===== src/rtl/sop_sweep_if.sv =====
// Handshake, drive/sample and readback signals between the SoP sweep sequencer and its host.
// SOP_SWEEP_CMP_EN adds the reference select and the per-function mismatch flags.
interface sop_sweep_if #(
  parameter int N_FUNC = 5,
  parameter int N_IN   = 4
);
  logic                 start;
  logic                 abort;
  logic [N_IN-1:0]      vec_out;
  logic [N_FUNC-1:0]    func_in;
  logic                 busy;
  logic                 done;
  logic [2:0]           rd_sel;
  logic [2**N_IN-1:0]   rd_table;
`ifdef SOP_SWEEP_CMP_EN
  logic [2:0]           cmp_ref;
  logic [N_FUNC-1:0]    mismatch;

  modport master (
    output start, abort, func_in, rd_sel, cmp_ref,
    input  vec_out, busy, done, rd_table, mismatch
  );

  modport slave (
    input  start, abort, func_in, rd_sel, cmp_ref,
    output vec_out, busy, done, rd_table, mismatch
  );
`else
  modport master (
    output start, abort, func_in, rd_sel,
    input  vec_out, busy, done, rd_table
  );

  modport slave (
    input  start, abort, func_in, rd_sel,
    output vec_out, busy, done, rd_table
  );
`endif
endinterface


===== src/rtl/sop_sweep_ctrl.sv =====
// Sweeps the input vector of a SoP bank through all 2**N_IN codes and captures one truth table per function.
// SOP_SWEEP_CMP_EN adds a combinational equivalence check of every table against a selected reference.
//
// state  | meaning
// IDLE   | no sweep yet, or aborted; tables retained
// WAIT   | vec_out driven with idx, counting settle cycles
// SAMPLE | func_in captured into bit idx of every table
// DONE   | sweep complete; tables and vec_out held
module sop_sweep_ctrl #(
  parameter int N_FUNC = 5,
  parameter int N_IN   = 4,
  parameter int SETTLE = 1
) (
  input logic       clk,
  input logic       rst_n,
  sop_sweep_if.slave bus
);

  localparam int N_VEC = 2**N_IN;
  localparam int CW    = (SETTLE > 1) ? $clog2(SETTLE) : 1;

  typedef enum logic [1:0] {
    S_IDLE   = 2'd0,
    S_WAIT   = 2'd1,
    S_SAMPLE = 2'd2,
    S_DONE   = 2'd3
  } state_t;

  state_t            state, state_nxt;
  logic [N_IN-1:0]   idx, idx_nxt;
  logic [N_IN-1:0]   vec, vec_nxt;
  logic [CW-1:0]     cnt, cnt_nxt;
  logic              tbl_clear;
  logic              tbl_write;
  logic [N_VEC-1:0]  tbl [N_FUNC];
  logic [N_VEC-1:0]  rd_tbl;

  always_ff @(posedge clk or negedge rst_n) begin
    if (!rst_n) begin
      state <= S_IDLE;
      idx   <= '0;
      vec   <= '0;
      cnt   <= '0;
    end else begin
      state <= state_nxt;
      idx   <= idx_nxt;
      vec   <= vec_nxt;
      cnt   <= cnt_nxt;
    end
  end

  // Abort is only honoured while sweeping, so an idle start+abort pair still starts.
  always_comb begin
    state_nxt = state;
    idx_nxt   = idx;
    vec_nxt   = vec;
    cnt_nxt   = cnt;
    tbl_clear = 1'b0;
    tbl_write = 1'b0;
    case (state)
      S_IDLE, S_DONE: begin
        if (bus.start) begin
          tbl_clear = 1'b1;
          idx_nxt   = '0;
          vec_nxt   = '0;
          cnt_nxt   = '0;
          state_nxt = S_WAIT;
        end
      end
      S_WAIT: begin
        if (bus.abort) begin
          idx_nxt   = '0;
          vec_nxt   = '0;
          cnt_nxt   = '0;
          state_nxt = S_IDLE;
        end else if (cnt == CW'(SETTLE - 1)) begin
          state_nxt = S_SAMPLE;
        end else begin
          cnt_nxt = cnt + CW'(1);
        end
      end
      S_SAMPLE: begin
        if (bus.abort) begin
          idx_nxt   = '0;
          vec_nxt   = '0;
          cnt_nxt   = '0;
          state_nxt = S_IDLE;
        end else begin
          tbl_write = 1'b1;
          if (idx == {N_IN{1'b1}}) begin
            state_nxt = S_DONE;
          end else begin
            idx_nxt   = idx + 1'b1;
            vec_nxt   = idx + 1'b1;
            cnt_nxt   = '0;
            state_nxt = S_WAIT;
          end
        end
      end
      default: begin
        state_nxt = S_IDLE;
      end
    endcase
  end

  always_ff @(posedge clk or negedge rst_n) begin
    if (!rst_n) begin
      for (int f = 0; f < N_FUNC; f++) begin
        tbl[f] <= '0;
      end
    end else if (tbl_clear) begin
      for (int f = 0; f < N_FUNC; f++) begin
        tbl[f] <= '0;
      end
    end else if (tbl_write) begin
      for (int f = 0; f < N_FUNC; f++) begin
        tbl[f][idx] <= bus.func_in[f];
      end
    end
  end

  always_comb begin
    rd_tbl = '0;
    for (int f = 0; f < N_FUNC; f++) begin
      if (bus.rd_sel == 3'(f)) begin
        rd_tbl = tbl[f];
      end
    end
  end

  assign bus.vec_out  = vec;
  assign bus.busy     = (state == S_WAIT) || (state == S_SAMPLE);
  assign bus.done     = (state == S_DONE);
  assign bus.rd_table = rd_tbl;

`ifdef SOP_SWEEP_CMP_EN
  logic [N_VEC-1:0]  ref_tbl;
  logic              ref_ok;
  logic [N_FUNC-1:0] mis;

  always_comb begin
    ref_tbl = '0;
    ref_ok  = 1'b0;
    for (int f = 0; f < N_FUNC; f++) begin
      if (bus.cmp_ref == 3'(f)) begin
        ref_tbl = tbl[f];
        ref_ok  = 1'b1;
      end
    end
    mis = '0;
    for (int f = 0; f < N_FUNC; f++) begin
      mis[f] = (state == S_DONE) && ref_ok && (tbl[f] != ref_tbl);
    end
  end

  assign bus.mismatch = mis;
`endif

endmodule


===== src/flat_wrapper.sv =====
// flat-port wrapper written by rule: the top's interface ports become plain ports
module sop_sweep_ctrl_flat 
#(
  parameter int N_FUNC = 5,
  parameter int N_IN   = 4,
  parameter int SETTLE = 1
)
  (clk, rst_n, bus_start, bus_abort, bus_func_in, bus_rd_sel, bus_vec_out, bus_busy, bus_done, bus_rd_table);
  sop_sweep_if #(.N_FUNC(N_FUNC), .N_IN(N_IN)) bus_i ();
  input logic clk;
  input logic rst_n;
  input wire logic [$bits(bus_i.start)-1:0] bus_start;
  input wire logic [$bits(bus_i.abort)-1:0] bus_abort;
  input wire logic [$bits(bus_i.func_in)-1:0] bus_func_in;
  input wire logic [$bits(bus_i.rd_sel)-1:0] bus_rd_sel;
  output wire logic [$bits(bus_i.vec_out)-1:0] bus_vec_out;
  output wire logic [$bits(bus_i.busy)-1:0] bus_busy;
  output wire logic [$bits(bus_i.done)-1:0] bus_done;
  output wire logic [$bits(bus_i.rd_table)-1:0] bus_rd_table;
  assign bus_i.start = bus_start;
  assign bus_i.abort = bus_abort;
  assign bus_i.func_in = bus_func_in;
  assign bus_i.rd_sel = bus_rd_sel;
  assign bus_vec_out = bus_i.vec_out;
  assign bus_busy = bus_i.busy;
  assign bus_done = bus_i.done;
  assign bus_rd_table = bus_i.rd_table;
  sop_sweep_ctrl #(.N_FUNC(N_FUNC), .N_IN(N_IN), .SETTLE(SETTLE)) u_core (.clk(clk), .rst_n(rst_n), .bus(bus_i));
endmodule

===== config.mk =====
export PLATFORM = sky130hd
export DESIGN_NAME = sop_sweep_ctrl_flat
export DESIGN_NICKNAME = d
export VERILOG_FILES = /design/src/rtl/sop_sweep_if.sv /design/src/rtl/sop_sweep_ctrl.sv /design/src/flat_wrapper.sv
export SDC_FILE = /design/constraint.sdc
export NUM_CORES = 1
export LEC_CHECK = 0
export BUFFER_PORTS_ARGS = -buffer_cell sky130_fd_sc_hd__buf_2
export CAP_MARGIN = 20
export CELL_PAD_IN_SITES_DETAIL_PLACEMENT = 1
export CELL_PAD_IN_SITES_GLOBAL_PLACEMENT = 1
export CORE_AREA = 2 2 104 106
export CTS_BUF_LIST = sky130_fd_sc_hd__clkbuf_4 sky130_fd_sc_hd__clkbuf_8
export DETAILED_ROUTE_END_ITERATION = 16
export DIE_AREA = 0 0 106 108
export GPL_TIMING_DRIVEN = 0
export PLACE_DENSITY = 0.85
export SLEW_MARGIN = 20
export SYNTH_ARGS = -nofsm -noshare
export SYNTH_HDL_FRONTEND = slang
export SYNTH_SLANG_ARGS = --single-unit

===== constraint.sdc =====
create_clock -name clk -period 5.1 [get_ports clk]
set_clock_uncertainty 0.1 [all_clocks]
set_input_delay 1.275 -clock clk [delete_from_list [all_inputs] [get_ports clk]]
set_output_delay 1.275 -clock clk [all_outputs]
set_load 0.02 [all_outputs]

==> summary.txt <==
Int Pwr = 1.053 mW
number of standard cells after synthesis = 505
buffer levels on the longest clock path = 2
slew at the pin with the worst max-slew slack = 711.8 ps
Clk pwr share = 31.0%
placeable core region = 10230 µm²
endpoint class of the critical path = output port
overflow left after global routing = 0
total number of vias = 4364
fraction of layout cells with a size suffix above 1 = 15.17%
mean post-synth cell area = 9.242 µm²
post-CTS setup buffer count = 0
iteration-0 DRC count of the detailed router = 360
CP Max Fanout = 10
most used flip-flop cell after synthesis = dfrtp_1
warning count from the yosys run = 0
drt drc = 0
Final #Nets = 562
fraction of registers with async set/reset = 100.0%
maximum number of pins on one net before global-route repair = 58
max-slew violations = 0
Detailed Place HPWL = 10790 µm
worst reg2reg setup slack = 2950 ps
Tcrit/Tclk final = 77.88%
number of flops mapped to enable cells by yosys = 0
clock transition at the registers of the reported paths = 80 ps
Post-CTS Resized = 0
worst reg2reg path startpoint = u_core.state[0]
Inserted Diodes = 0
switching power = 0.5860 mW
kind of start point of the critical path = input port
Crit Path Category = input port to output port
minimum clock period = 3972 ps
Net Sw Frac = 35.75%
maximum level of the CTS H-tree = 3
final core utilization = 50.76%
unrepaired setup endpoints after global routing = false
Crit path required time = 3720 ps
number of maximum-capacitance violations = 0
most frequent standard cell in the layout excluding fill and tap cells = dfrtp_1
wire length reported by the detailed router = 15830 µm
top library cells by usage in the layout, fill and taps aside = dfrtp_1 (86), o21ai_0 (85), a21oi_1 (82)
cell area after synthesis = 4667 µm²
Max Clk Rate = 251.8 MHz
Arrival @ worst endpoint = 2600 ps
root buffer selected by CTS = clkbuf_8
Mapped Nets = 524
cell count of the worst reg-to-reg path = 6
static leakage = 2.212 nW
maximum resistive drop on vdd = 154.2 µV
post-synthesis to final-layout area growth = 11.29%
Hold Path Origin = u_core.tbl[31]
worst hold path endpoint = u_core.tbl[31]
Reg-to-Reg End = u_core.tbl[33]
vias in the first global route = 4546
IO Count = 34
buffers added on ports = 26
status = finished, final reports clean
Antenna Violating Nets Remaining = 0
number of sinks driven by the clock tree = 86
Final Wtd Congestion = 0.8784
combinational group share of total power = 25.1%
power density normalized to cell area = 315.6 nW/µm²
# setup viols final = 0
first-pass GRT wire length = 24870 µm
WL per Instance = 23.18 µm
post-DR vias/cell = 6.389
height of the die = 108 µm
Die Wd = 106 µm
sequential fraction of the synthesis area = 46.11%
crit path launch = bus_rd_sel[1]
Relative slew margins = 52.55%
clock latency at the later pin of the worst-skew pair = 370 ps
combined global-route utilization of all metal layers = 28.70%
total CTS buffers = 9
floorplan die area = 11450 µm²
clock tree from TritonCTS = yes
final total negative setup slack = 0 ps
total power = 1.639 mW
antenna violations before repair = 0
effective utilization at floorplan = 45.62%
count of state elements after synthesis = 86
number of failing hold endpoints at the final stage = 0
standard-cell row count = 37
Hold-fix buffers, CTS = 0
worst min path class = register to register
count of unique library cells instantiated by Yosys = 38
Detailed Routing Iterations Pass 1 = 5
number of cells traversed by the worst hold path = 2
total of fill cells in the finished design = 1217
sequential cell fraction of total power = 43.9%
-- per-stage QoR --
| stage | instance area, µm² | hold WS, ps | setup WS, ps | std cells |
|---|---|---|---|---|
| 5_1_grt | 5194 | 471.4 | 1076 | 683 |
| 4_1_cts | 5194 | 444.9 | 1147 | 683 |
| 3_5_place_dp | 4997 | 434.1 | 1146 | 668 |
| 3_3_place_gp | 4967 | 422.0 | 1175 | 667 |
| 6_report | 5194 | 447.0 | 1128 | 683 |
| 2_1_floorplan | 4667 | 410.8 | 1479 | 505 |
-- worst max-delay path by stage --
| stage | to | slack, ps | cells past startpoint |
|---|---|---|---|
| after global placement | bus_rd_table[14] | 1170 | 6 |
| after floorplan | bus_rd_table[10] | 1480 | 6 |
| after global routing | bus_rd_table[14] | 1080 | 6 |
| final | bus_rd_table[14] | 1130 | 6 |
| after detailed placement | bus_rd_table[14] | 1150 | 6 |
| after CTS | bus_rd_table[14] | 1150 | 6 |
-- worst max-delay path, stage by stage --
cell and delay, ps:
buf_2 240, buf_2 380, mux4_2 370, clkinv_1 90
o21ai_1 60, buf_2 180
-- Yosys cell counts (2+ instances only) --
cell type / number / area [µm²]
nand3_1: 80 / 400.4
dfrtp_1: 86 / 2152
buf_2: 15 / 75.07
a21oi_1: 82 / 410.4
o21ai_2: 2 / 17.52
ha_1: 7 / 87.58
and2_1: 2 / 12.51
inv_1: 12 / 45.04
mux4_1: 7 / 183.9
o21ai_1: 10 / 50.05
nand3b_1: 4 / 30.03
nand2b_1: 6 / 37.54
o21ai_0: 85 / 425.4
buf_6: 2 / 22.52
mux4_2: 9 / 202.7
and3b_1: 4 / 35.03
clkinv_1: 9 / 33.78
nand2_1: 19 / 71.32
clkbuf_1: 33 / 123.9
nor2_1: 3 / 11.26
nor2b_1: 2 / 12.51
a22o_1: 2 / 17.52
buf_4: 8 / 60.06
clkbuf_2: 2 / 10.01
-- sequential cells by signal, indices dropped and copies added (netlist names) --
register,flops
u_core.tbl,80
u_core.idx,4
u_core.state,2
-- power groups by stage --
stage	clock, mW	sequential (mW)	combinational, mW
finish	0.509	0.719	0.411
global route	0.531	0.723	0.439
CTS	0.510	0.719	0.404
detailed placement	0	0.733	0.402
global placement	0	0.732	0.386
floorplan	0	0.729	0.248
-- metal layers --
metal	wire length, µm	vias up	GRT usage (%)
met5	0	-	0
met4	335	0	9.868
met3	1094	28	4.461
met2	7960	198	49.86
met1	6442	2266	36.84
li1	-	1872	-
-- logic make-up (layout without fill, tap and decap cells) --
logic type / after synthesis / in the layout / synth area share, %
buffers and inverters: 82 / 124 / 8.365
adder cells (fa/ha/maj): 7 / 7 / 1.877
AO/OA/AOI/OAI: 186 / 186 / 20.83
flip-flops: 86 / 86 / 46.11
multiplexers: 17 / 17 / 8.499
AND/OR/NAND/NOR: 127 / 127 / 14.32
-- cell type report --
class / count / area [µm²] / share of cell area [%]
sequential: 86 / 2152 / 41.44
tap: 136 / 170.2 / 3.276
buffer: 61 / 311.5 / 5.999
inverter: 21 / 78.83 / 1.518
clock buffer: 12 / 152.6 / 2.939
timing repair buffer: 27 / 160.2 / 3.084
clock inverter: 3 / 43.79 / 0.8432
multi-input combinational: 337 / 2125 / 40.91
Power figures use the tool's default switching activity.
